[config.mk]
export PLATFORM = sky130hd
export DESIGN_NAME = hazard_unit
export DESIGN_NICKNAME = d
export VERILOG_FILES = /design/src/rtl/hazard_unit_pkg.sv /design/src/rtl/hazard_stage_reg.sv /design/src/rtl/hazard_unit.sv
export SDC_FILE = /design/constraint.sdc
export NUM_CORES = 1
export LEC_CHECK = 0
export CAP_MARGIN = 25
export CORE_AREA = 2 2 60 105
export DETAILED_ROUTE_END_ITERATION = 6
export DIE_AREA = 0 0 62 107
export PLACE_DENSITY = 0.76
export SETUP_SLACK_MARGIN = 0.2
export SLEW_MARGIN = 10
export SYNTH_ARGS = -nofsm -noshare
export SYNTH_HDL_FRONTEND = slang
export SYNTH_SLANG_ARGS = --single-unit
[constraint.sdc]
create_clock -name clk -period 2.9 [get_ports clk]
set_clock_uncertainty 0.1 [all_clocks]
set_input_delay 0.58 -clock clk [delete_from_list [all_inputs] [get_ports clk]]
set_output_delay 0.58 -clock clk [all_outputs]
set_load 0.02 [all_outputs]
[src/rtl/hazard_unit_pkg.sv]
// ---------------------------------------------------------------------------
// hazard_unit_pkg
// Shared encodings and types for the pipeline hazard unit.
//   FWD_*        : ALU operand-select encodings driven on ForwardAE/ForwardBE
//   RESULT_LOAD  : decode-stage ResultSrc value that marks a load
//   PCSRC_*      : execute-stage PC redirect encodings
//   CNT_W        : width of the saturating stall/flush event counters
//   e_stage_t    : shadow copy of the ID/EX fields the hazard logic needs
//   mw_stage_t   : shadow copy of the EX/MEM and MEM/WB fields it needs
// ---------------------------------------------------------------------------
package hazard_unit_pkg;

    localparam int REG_W = 5;
    localparam int CNT_W = 16;

    localparam logic [1:0] FWD_NONE = 2'b00;
    localparam logic [1:0] FWD_WB   = 2'b01;
    localparam logic [1:0] FWD_MEM  = 2'b10;

    localparam logic [1:0] RESULT_LOAD = 2'b01;

    localparam logic [1:0] PCSRC_PC4    = 2'b00;
    localparam logic [1:0] PCSRC_BRANCH = 2'b01;
    localparam logic [1:0] PCSRC_JALR   = 2'b10;

    typedef struct packed {
        logic [REG_W-1:0] rs1;
        logic [REG_W-1:0] rs2;
        logic [REG_W-1:0] rd;
        logic             reg_write;
        logic [1:0]       result_src;
    } e_stage_t;

    typedef struct packed {
        logic [REG_W-1:0] rd;
        logic             reg_write;
    } mw_stage_t;

    // Operand forwarding select. The MEM stage holds the younger producer,
    // so it wins over WB when both match. x0 is hard-wired zero and is never
    // forwarded.
    function automatic logic [1:0] fwd_sel(
        input logic [REG_W-1:0] rs,
        input mw_stage_t        m,
        input mw_stage_t        w
    );
        logic [1:0] sel;
        sel = FWD_NONE;
        if (m.reg_write && (m.rd != '0) && (m.rd == rs)) begin
            sel = FWD_MEM;
        end else if (w.reg_write && (w.rd != '0) && (w.rd == rs)) begin
            sel = FWD_WB;
        end
        return sel;
    endfunction

endpackage

[src/rtl/hazard_stage_reg.sv]
// ---------------------------------------------------------------------------
// hazard_stage_reg
// Parameterised shadow pipeline register for the hazard unit.
//   clk : rising-edge clock
//   rst : asynchronous active-low reset, clears q to zero
//   clr : synchronous clear, loads zero (a bubble) on the next edge
//   d   : next-stage value
//   q   : registered value
// ---------------------------------------------------------------------------
module hazard_stage_reg #(
    parameter int W = 8
) (
    input  logic         clk,
    input  logic         rst,
    input  logic         clr,
    input  logic [W-1:0] d,
    output logic [W-1:0] q
);

    always_ff @(posedge clk or negedge rst) begin
        if (!rst) begin
            q <= '0;
        end else if (clr) begin
            q <= '0;
        end else begin
            q <= d;
        end
    end

endmodule

[src/rtl/hazard_unit.sv]
// ---------------------------------------------------------------------------
// hazard_unit
// Stall / flush / forwarding control for a 5-stage RISC-V style pipeline.
// The unit keeps its own shadow copies of the E, M and W stage fields it
// needs, fed from the decode-stage inputs, so it only sees D-stage signals.
//   clk                  : rising-edge clock shared with the datapath
//   rst                  : asynchronous active-low reset
//   Rs1D, Rs2D, RdD      : decode-stage register indices
//   RegWriteD            : decode-stage register-write enable
//   ResultSrcD           : decode-stage result select (01 = load)
//   PCSrcE               : execute-stage PC redirect (00 = PC+4)
//   StallF, StallD       : hold PC and IF/ID
//   FlushD, FlushE       : clear IF/ID and ID/EX
//   ForwardAE, ForwardBE : ALU operand select (00 RF, 01 WB, 10 MEM)
//   StallCount           : saturating count of stalled cycles
//   FlushCount           : saturating count of redirect cycles
// ---------------------------------------------------------------------------
module hazard_unit
    import hazard_unit_pkg::*;
(
    input  logic             clk,
    input  logic             rst,
    input  logic [4:0]       Rs1D,
    input  logic [4:0]       Rs2D,
    input  logic [4:0]       RdD,
    input  logic             RegWriteD,
    input  logic [1:0]       ResultSrcD,
    input  logic [1:0]       PCSrcE,
    output logic             StallF,
    output logic             StallD,
    output logic             FlushD,
    output logic             FlushE,
    output logic [1:0]       ForwardAE,
    output logic [1:0]       ForwardBE,
    output logic [CNT_W-1:0] StallCount,
    output logic [CNT_W-1:0] FlushCount
);

    localparam int E_W  = $bits(e_stage_t);
    localparam int MW_W = $bits(mw_stage_t);

    e_stage_t         e_next;
    logic [E_W-1:0]   e_q;
    e_stage_t         e_reg;

    // Index 0 is the M stage, index 1 the W stage.
    logic [MW_W-1:0]  mw_d [2];
    logic [MW_W-1:0]  mw_q [2];
    mw_stage_t        m_reg;
    mw_stage_t        w_reg;

    logic             lw_stall;
    logic             redirect;

    logic [CNT_W-1:0] stall_count_reg;
    logic [CNT_W-1:0] flush_count_reg;

    // ---------------- shadow pipeline ----------------
    assign e_next = '{rs1: Rs1D, rs2: Rs2D, rd: RdD,
                      reg_write: RegWriteD, result_src: ResultSrcD};

    // A flush of ID/EX is mirrored here so a squashed or stalled
    // instruction becomes a bubble in the shadow E stage too.
    hazard_stage_reg #(.W(E_W)) u_e_reg (
        .clk (clk),
        .rst (rst),
        .clr (FlushE),
        .d   (e_next),
        .q   (e_q)
    );
    assign e_reg = e_q;

    assign mw_d[0] = {e_reg.rd, e_reg.reg_write};
    assign mw_d[1] = mw_q[0];

    generate
        for (genvar gi = 0; gi < 2; gi++) begin : g_mw
            hazard_stage_reg #(.W(MW_W)) u_mw_reg (
                .clk (clk),
                .rst (rst),
                .clr (1'b0),
                .d   (mw_d[gi]),
                .q   (mw_q[gi])
            );
        end
    endgenerate

    assign m_reg = mw_q[0];
    assign w_reg = mw_q[1];

    // ---------------- hazard detection ----------------
    assign lw_stall = (e_reg.result_src == RESULT_LOAD) && (e_reg.rd != '0) &&
                      ((e_reg.rd == Rs1D) || (e_reg.rd == Rs2D));
    assign redirect = (PCSrcE != PCSRC_PC4);

    // A taken redirect squashes the dependent instruction anyway, so the
    // stall is dropped and the PC is free to load the target.
    assign StallF = lw_stall && !redirect;
    assign StallD = lw_stall && !redirect;
    assign FlushD = redirect;
    assign FlushE = lw_stall || redirect;

    assign ForwardAE = fwd_sel(e_reg.rs1, m_reg, w_reg);
    assign ForwardBE = fwd_sel(e_reg.rs2, m_reg, w_reg);

    // ---------------- saturating event counters ----------------
    always_ff @(posedge clk or negedge rst) begin
        if (!rst) begin
            stall_count_reg <= '0;
            flush_count_reg <= '0;
        end else begin
            if (StallD && (stall_count_reg != '1)) begin
                stall_count_reg <= stall_count_reg + CNT_W'(1);
            end
            if (FlushD && (flush_count_reg != '1)) begin
                flush_count_reg <= flush_count_reg + CNT_W'(1);
            end
        end
    end

    assign StallCount = stall_count_reg;
    assign FlushCount = flush_count_reg;

endmodule
### Yosys cells after proc, flatten, opt, wreduce, memory -nomap -nowiden

Cells that the tools add are included.

| cells by class | value |
|---|---|
| add/subtract/negate cells | 2 |
| eq/ne operators | 9 |
| multiplexer cells | 5 |
| reduce and logical (&&, ||, !) cells | 18 |

Operator list:

| cell | number |
|---|---|
| adder 16 x 1 -> 16 bit, second input constant | 2 |
| != test 16 bit, second input constant | 2 |
| == test 5 bit | 6 |
| 2-to-1 mux 18 bit | 1 |
| nonzero test 5 bit | 3 |
| logical AND 1 bit | 11 |
| 2-to-1 mux 2 bit | 2 |
| == test 2 x 1 -> 1 bit, second input constant | 1 |
| logical OR 1 bit | 2 |
| 2-to-1 mux 1 bit | 2 |
| nonzero test 2 bit | 1 |
| logical NOT 1 bit | 1 |

| storage, ports and cells | value |
|---|---|
| register bits after elaboration | 62 |
| logic and storage cells | 39 |

### Logic depth before layout (Yosys ltp)

Gate-level depths: netlist (run 1).

| depth | value |
|---|---|
| word-level depth | 5 |
| mapped depth | 7 |
| depth with buffers taken out | 6 |

### By module

From an unflattened synthesis (run 1), not the netlist that was laid out.

| unflattened totals | value |
|---|---|
| cell total of the unflattened synthesis | 259 |
| area total of the unflattened synthesis | 2916.5 um2 |

Modules (own cells, without submodules):

| module | times used | cells an instance | area an instance (um2) |
|---|---|---|---|
| hazard_unit | 1 | 198 | 1961.9 |
| hazard_stage_reg (u_e_reg) | 1 | 37 | 579.3 |
| hazard_stage_reg (g_mw[0].u_mw_reg ...) | 2 | 12 | 187.7 |

### Worst setup path after synthesis (run 1)

No wires, ideal clock.

| timing path | value |
|---|---|
| kind | flip-flop to output port |
| start point | register g_mw[0].u_mw_reg.q[2] |
| end point | output port ForwardAE[0] |
| arrival | 2.016 ns |
| path slack | 0.204 ns |
| cell stages (with the launch flop) | 5 |
| path buffers | 0 |
| path through | dfrtp_1 > or4_1 > o21ai_0 > nor4_1 > nor4_1 |

| on the way | value |
|---|---|
| longest elaborated chain between the ends | 4 |

Ends and longest elaborated chain:

| element | RTL line | text |
|---|---|---|
| start: declaration | hazard_stage_reg.sv:17 | `output logic [W-1:0] q` |
| start signal: assignment | hazard_stage_reg.sv:22 | `q <= '0;` |
| start signal: assignment | hazard_stage_reg.sv:24 | `q <= '0;` |
| start signal: assignment | hazard_stage_reg.sv:26 | `q <= d;` |
| nonzero test 5 bit | hazard_unit_pkg.sv:49 | `if (m.reg_write && (m.rd != '0) && (m.rd == rs)) begin` |
| logical AND 1 bit | hazard_unit_pkg.sv:49 |  |
| logical AND 1 bit * | hazard_unit_pkg.sv:49 |  |
| 2-to-1 mux 2 bit * | hazard_unit_pkg.sv:49 |  |
| end: declaration | hazard_unit.sv:33 | `output logic [1:0] ForwardAE,` |

Mark *: on every way between the ends. The rest lies on a longest branch, timed or not.

### Worst setup path after layout (run 1)

| timing path | value |
|---|---|
| start point | register g_mw[1].u_mw_reg.q[3] |
| end point | output port ForwardBE[0] |

| on the way | value |
|---|---|
| longest elaborated chain between the ends | 5 |

Ends and longest elaborated chain:

| element | RTL line | text |
|---|---|---|
| start: declaration | hazard_stage_reg.sv:17 |  |
| start signal: assignment | hazard_stage_reg.sv:22 |  |
| start signal: assignment | hazard_stage_reg.sv:24 |  |
| start signal: assignment | hazard_stage_reg.sv:26 |  |
| nonzero test 5 bit | hazard_unit_pkg.sv:51 | `end else if (w.reg_write && (w.rd != '0) && (w.rd == rs)) begin` |
| logical AND 1 bit | hazard_unit_pkg.sv:51 |  |
| logical AND 1 bit * | hazard_unit_pkg.sv:51 |  |
| 2-to-1 mux 1 bit * | hazard_unit_pkg.sv:51 |  |
| 2-to-1 mux 2 bit * | hazard_unit_pkg.sv:49 |  |
| end: declaration | hazard_unit.sv:34 | `output logic [1:0] ForwardBE,` |

Marked as above.

==> results.json, run 1 <==
{
  "fillers": 445,
  "die-area_mm2": 0.00663,
  "antennaDiodeCount": 0,
  "dp_hpwl_um": 4690,
  "crit_arrival_ns": 1.99,
  "die_h_um": 107,
  "maxSlewViolCount": 0,
  "p_sw_frac": 0.282,
  "yosysWarnings": 0,
  "drc_errors": 0,
  "grt_pass1_vias": 2189,
  "cp-start-kind": "flop",
  "final_common_cell": "dfrtp_1",
  "clockBufferDepth": 2,
  "max_slew_margin": 0.697,
  "area_growth_pct": 36.1,
  "clock_sinks": 62,
  "synth_compound_area_frac": 0.0359,
  "layout_common_cells": "61 x dfrtp_1, 51 x clkdlybuf4s50_1, 33 x xnor2_1, 21 x xor2_1, 21 x buf_4",
  "total_power_mw": 2.09,
  "cts_buffers": 9,
  "leakage_nw": 1.79,
  "htree_levels": 3,
  "fp.dieW_um": 62,
  "power_density_mw_per_mm2": 530,
  "drive_above_1_share": 0.209,
  "synth-seq-cells": 62,
  "synthDistinctLibCells": 39,
  "status": "finished clean",
  "p_int_mw": 1.50,
  "clock_latency_ns": 0.33,
  "setup_viol": 0,
  "cp-end-kind": "output port",
  "coreArea_mm2": 0.00579,
  "post-route-min-period_ns": 2.67,
  "wire_per_inst_um": 14.9,
  "synth_top_family_by_area": "simple AND/OR/NAND/NOR gates",
  "tns_ns": 0,
  "ios": 62,
  "vdd_drop_max_uv": 440,
  "place_congestion": 0.832,
  "cts_tree": "built",
  "antenna_found_initial": 0,
  "holdBufCountCts": 0,
  "max_cap_violations": 0,
  "max_slew.worst_pin.slew_ns": 0.450,
  "wl_um": 6300,
  "syn_area_mm2": 0.00289,
  "pwr-share-seq": 0.489,
  "synthMuxAreaShare": 0.0156,
  "clockRootBuffer": "clkbuf_8",
  "yosysTopAreaCellShare": 0.536,
  "port_buffers": 61,
  "grt_pass1_wl_um": 10100,
  "detail-route-antenna-nets": 0,
  "via_count": 2163,
  "synth.area.top_cells": "dfrtp_1 54%, xnor2_1 10%, xor2_1 6.4%, and2_2 3.9%, nand4_1 3.2%",
  "rows": 37,
  "drt_iter0_drc": 53,
  "grt-ovfl-total": 0,
  "ys_seq_area_frac": 0.536,
  "combinationalPowerShare": 0.212,
  "drtPass1Iterations": 4,
  "nNetsFinal": 364,
  "rsz0062_at_grt": "yes",
  "vias_per_cell": 5.11,
  "clk_pin_slew_ns": 0.06,
  "critPathRequiredTime_ns": 2.22,
  "synth.avg_cell_area_um2": 11.5,
  "grt_max_degree": 25,
  "synth-simple-area-share": 0.223,
  "synthAdderAreaFrac": 0.00865,
  "ys_async_sr_fraction": 1.00,
  "clock_power_share": 0.299,
  "hold_class": "primary input to async pin",
  "fin_util": 0.681,
  "critPathMaxFanout": 2,
  "final_hold_viol_count": 0,
  "synthFlopType": "dfrtp_1",
  "post-route-period-util": 0.922,
  "synth_nets": 276,
  "postSynthCellCount": 252,
  "yosysTopAreaCell": "dfrtp_1",
  "synth-edff-count": 0,
  "grt_use_total": 0.210,
  "max_freq_mhz": 374,
  "synth_xor_area_frac": 0.166,
  "switchingPower_mw": 0.589,
  "start_util": 0.500,
  "crit_type": "flop to output port"
}
## metrics by stage
stage | instances | instance area, µm² | hold slack, ns | setup WS (ns)
2_1_floorplan | 252 | 2890 | 0.184 | 0.204
3_3_place_gp | 401 | 3670 | 0.234 | -0.229
3_5_place_dp | 401 | 3670 | 0.240 | -0.249
4_1_cts | 419 | 3850 | 0.0412 | 0.0943
5_1_grt | 423 | 3940 | 0.0536 | 0.134
6_report | 423 | 3940 | 0.0481 | 0.227
## per-layer routing
layer / global-route usage / wire, µm
met5: 0 / 0
met1: 0.216 / 2310
met2: 0.374 / 3660
met4: 0.0957 / 125
met3: 0.0531 / 206
## sequential cells by signal, summed over array words and instances (netlist names)
register / cells
u_e_reg.q: 18
StallCount: 16
FlushCount: 16
g_mw.u_mw_reg.q: 12
## path summary, 6_finish.rpt
path                                            startpoint                         endpoint  slack [ns]  cells past startpoint
setup / recovery           g_mw[1].u_mw_reg.q[3]$_DFF_PN0_                     ForwardBE[0]        0.23                      5
max in group asynchronous                              rst        FlushCount[8]$_DFFE_PN0P_        2.03                      2
min in group clk                    u_e_reg.q[2]$_DFF_PN0_  g_mw[0].u_mw_reg.q[0]$_DFF_PN0_        0.25                      0
setup reg to reg                    u_e_reg.q[5]$_DFF_PN0_       StallCount[15]$_DFFE_PN0P_        0.65                      8
hold / removal                                         rst        FlushCount[6]$_DFFE_PN0P_        0.05                      1
hold reg to reg                     u_e_reg.q[2]$_DFF_PN0_  g_mw[0].u_mw_reg.q[0]$_DFF_PN0_        0.25                      0
## cell type report
cell class	instances	area (µm²)	area share
Sequential cell	62	1550	0.394
Multi-Input combinational cell	182	1360	0.346
Timing Repair Buffer	81	749	0.190
Clock buffer	15	156	0.0397
Tap cell	78	97.6	0.0248
Inverter	4	15.0	0.00381
Clock inverter	1	5.00	0.00127
## cells by family after synthesis
kind of cell,after synthesis
AO/OA/AOI/OAI,13
AND/OR/NAND/NOR,108
adder cells (fa/ha/maj),2
multiplexers,4
XOR/XNOR,55
buffers and inverters,8
flip-flops,62
## cells in the mapped netlist, drive strengths merged, types with 2 or more instances
library cell / n
a21oi: 4
a31oi: 2
and2: 21
and3: 8
and4: 4
buf: 4
dfrtp: 62
ha: 2
inv: 4
mux2: 4
nand2: 14
nand3: 15
nand4: 15
nor2: 9
nor3: 6
nor4: 4
o21ai: 4
or4: 5
xnor2: 34
xor2: 21
## critical path, cell delays in order (launching register included)
cell and delay, ns:
dfrtp_1 0.40, buf_6 0.13, xor2_1 0.14, or4_4 0.55, nor4_4 0.27, buf_4 0.18
## power groups by stage
stage	Clock, mW	Combinational (mW)	Sequential (mW)
2_1_floorplan	0	0.155	1.09
3_3_place_gp	0	0.421	1.03
3_5_place_dp	0	0.430	1.03
4_1_cts	0.647	0.438	1.02
5_1_grt	0.675	0.480	1.03
6_report	0.623	0.442	1.02
## what timing repair did
item | CTS | global route
pin swaps | 0 | 6
endpoints found under the setup margin | 7 | 5
resized for setup | 29 | 15
setup buffers | 2 | 4
Power figures use the tool's default switching activity.
==> inputs of run 2 (changes only) <==
- CORE_AREA: 2 2 60 105 -> 2 2 61 106
- DIE_AREA: 0 0 62 107 -> 0 0 63 108
- PLACE_DENSITY: 0.76 -> 0.74
- SYNTH_HIERARCHICAL: not set -> 1
==> run 2 against run 1 <==
Combinational power down 3%. Sequential power hardly changed. Die area up 2.6%. Global-route usage is 0.31 points higher. Clock-buffer cell count down 1.
==> results.json, run 2 <==
{
  "status": "finished clean",
  "p_int_mw": 1.51,
  "die_h_um": 108,
  "vias_per_cell": 5.08,
  "antennaDiodeCount": 0,
  "ys_async_sr_fraction": 1.00,
  "holdBufCountCts": 0,
  "max_freq_mhz": 378,
  "clock_sinks": 62,
  "final_common_cell": "dfrtp_1",
  "worstSetupStartpoint": "g_mw[1].u_mw_reg/q[5]$_DFF_PN0_",
  "maxSlewViolCount": 0,
  "final_area_mm2": 0.00402,
  "vdd_drop_max_uv": 475,
  "grt_use_total": 0.214,
  "max_slew_margin": 0.479,
  "regMostFlops": "u_e_reg/q",
  "grt-ovfl-total": 0,
  "max_cap_violations": 0,
  "synthDistinctLibCells": 33,
  "synthTopCellsByCount": "62 x dfrtp_1, 29 x xnor2_1, 26 x nor2b_1, 26 x xor2_1, 17 x nand3_1",
  "synth-edff-count": 0,
  "antenna_found_initial": 0,
  "r2r.worst_path.cells": 5,
  "nNetsFinal": 383,
  "dp_hpwl_um": 4840,
  "synth.area.top_cells": "dfrtp_1 53%, xnor2_1 8.7%, xor2_1 7.8%, nor2b_1 5.6%, nand3_1 2.9%",
  "critPathRequiredTime_ns": 2.22,
  "drtPass1Iterations": 4,
  "r2r_start": "u_e_reg/q[4]$_DFF_PN0_",
  "busiest_layer": "met2",
  "synthFlopType": "dfrtp_1",
  "grt_pass1_vias": 2294,
  "clock_power_share": 0.314,
  "rows": 37,
  "grt_max_degree": 63,
  "cts_buffers": 9,
  "max_slew.worst_pin.slew_ns": 0.781,
  "clockRootBuffer": "clkbuf_8",
  "htree_levels": 3,
  "ios": 62,
  "grt_pass1_wl_um": 10800,
  "largest_reg_flops": 18,
  "area_growth_pct": 37.8,
  "crit_type": "flop to output port",
  "ys_seq_area_frac": 0.532,
  "die-area_mm2": 0.00680,
  "syn_area_mm2": 0.00292,
  "via_count": 2240,
  "grtUsageMet1": 0.229,
  "p_sw_frac": 0.285,
  "setup_viol": 0,
  "r2r_end": "StallCount[1]$_DFFE_PN0P_",
  "combinationalPowerShare": 0.203,
  "power_density_mw_per_mm2": 524,
  "tns_ns": 0,
  "critPathMaxFanout": 3,
  "cp-start-kind": "flop",
  "wl_um": 6590,
  "postSynthCellCount": 259,
  "pwr-share-seq": 0.483,
  "post-route-min-period_ns": 2.65,
  "synth-seq-cells": 62,
  "yosysTopAreaCellShare": 0.532,
  "leakage_nw": 1.90,
  "synth.avg_cell_area_um2": 11.3,
  "post-route-period-util": 0.913,
  "place_congestion": 0.849,
  "clk_pin_slew_ns": 0.06,
  "clock_latency_ns": 0.35,
  "fp.dieW_um": 63,
  "clockBufferDepth": 2,
  "drc_errors": 0,
  "switchingPower_mw": 0.599,
  "final_hold_viol_count": 0,
  "grt_util_met2": 0.382,
  "fillers": 477,
  "synth.most_common_cell": "dfrtp_1",
  "drive_above_1_share": 0.168,
  "coreArea_mm2": 0.00588,
  "layout_common_cells": "62 x dfrtp_1, 47 x clkdlybuf4s50_1, 29 x xnor2_1, 26 x nor2b_1, 25 x xor2_1",
  "wire_per_inst_um": 15.0,
  "yosysTopAreaCell": "dfrtp_1",
  "cts_tree": "built",
  "detail-route-antenna-nets": 0,
  "grt_use_met3": 0.0562,
  "yosysWarnings": 6,
  "placed_area_mm2": 0.00376,
  "rsz0062_at_grt": "yes",
  "crit_arrival_ns": 1.97,
  "drt_iter0_drc": 40,
  "cp-end-kind": "output port",
  "start_util": 0.496,
  "reg2reg_slack_ns": 0.73,
  "hold_ws_ns": 0.299,
  "hold_class": "primary input to async pin",
  "port_buffers": 61
}
==> run 2: cell count changes after synthesis, sizes merged, moves of 3 or more <==
cell	delta
and2	-19
xor2	+5
a21oi	-3
nor3	+4
nor2b	+25
xnor2	-5
and2b	+6
nor4	+3
==> run 2: worst max-delay path, stage by stage (launching register included) <==
cell and delay, ns:
dfrtp_1 0.41, or4_4 0.15, o21ai_2 0.06, or4_1 0.52
nor4_1 0.28, buf_2 0.21
==> run 2: power by group through the flow <==
| stage | clock, mW | combinational [mW] | sequential, mW |
|---|---|---|---|
| after floorplan | 0 | 0.153 | 1.08 |
| after global routing | 0.719 | 0.468 | 1.03 |
| final | 0.662 | 0.427 | 1.02 |
| after CTS | 0.684 | 0.430 | 1.02 |
| after global placement | 0 | 0.415 | 1.03 |
| after detailed placement | 0 | 0.422 | 1.03 |
==> run 2: per-layer routing <==
layer,routed length (µm),part of all wire
met2,3640,0.55
met3,269,0.041
met5,0,0
met4,143,0.022
met1,2540,0.39
==> run 2: final cells by class <==
| type | count | area, µm² | share of cell area |
|---|---|---|---|
| flip-flops and latches | 62 | 1550 | 0.386 |
| well taps | 78 | 97.6 | 0.0243 |
| repair buffers | 81 | 751 | 0.187 |
| clock inverters | 1 | 5.00 | 0.00125 |
| inverters | 2 | 7.51 | 0.00187 |
| clock buffers | 14 | 163 | 0.0405 |
| multi-input cells | 203 | 1440 | 0.359 |
==> run 2: worst max path at each step <==
stage	end	slack (ns)	cells past startpoint
floorplan	ForwardAE[0]	0.21	4
global placement	StallF	-0.41	6
detailed placement	StallD	-0.41	6
CTS	ForwardBE[0]	0.20	5
global route	ForwardBE[0]	0.18	5
finish	ForwardBE[0]	0.25	5
==> run 2: cell families after synthesis <==
group / synth area share
AND/OR/NAND/NOR: 0.232
multiplexers: 0.0245
buffers and inverters: 0.00944
other: 0.00129
AO/OA/AOI/OAI: 0.0270
adder cells (fa/ha/maj): 0.00858
XOR/XNOR: 0.165
flip-flops: 0.532
==> run 2: metrics by stage <==
stage	instances	total power [mW]	worst slack, ns	utilization
4_1_cts	438	2.13	0.203	0.673
5_1_grt	441	2.21	0.176	0.683
3_5_place_dp	422	1.46	-0.407	0.640
3_3_place_gp	422	1.45	-0.412	0.640
2_1_floorplan	270	1.24	0.207	-
6_report	441	2.11	0.253	0.683
==> run 2: what timing repair did <==
action                                  in CTS  in global routing
resized for setup                           39                 10
pin swaps                                    5                  6
setup buffers                                1                  3
endpoints found under the setup margin       7                  7
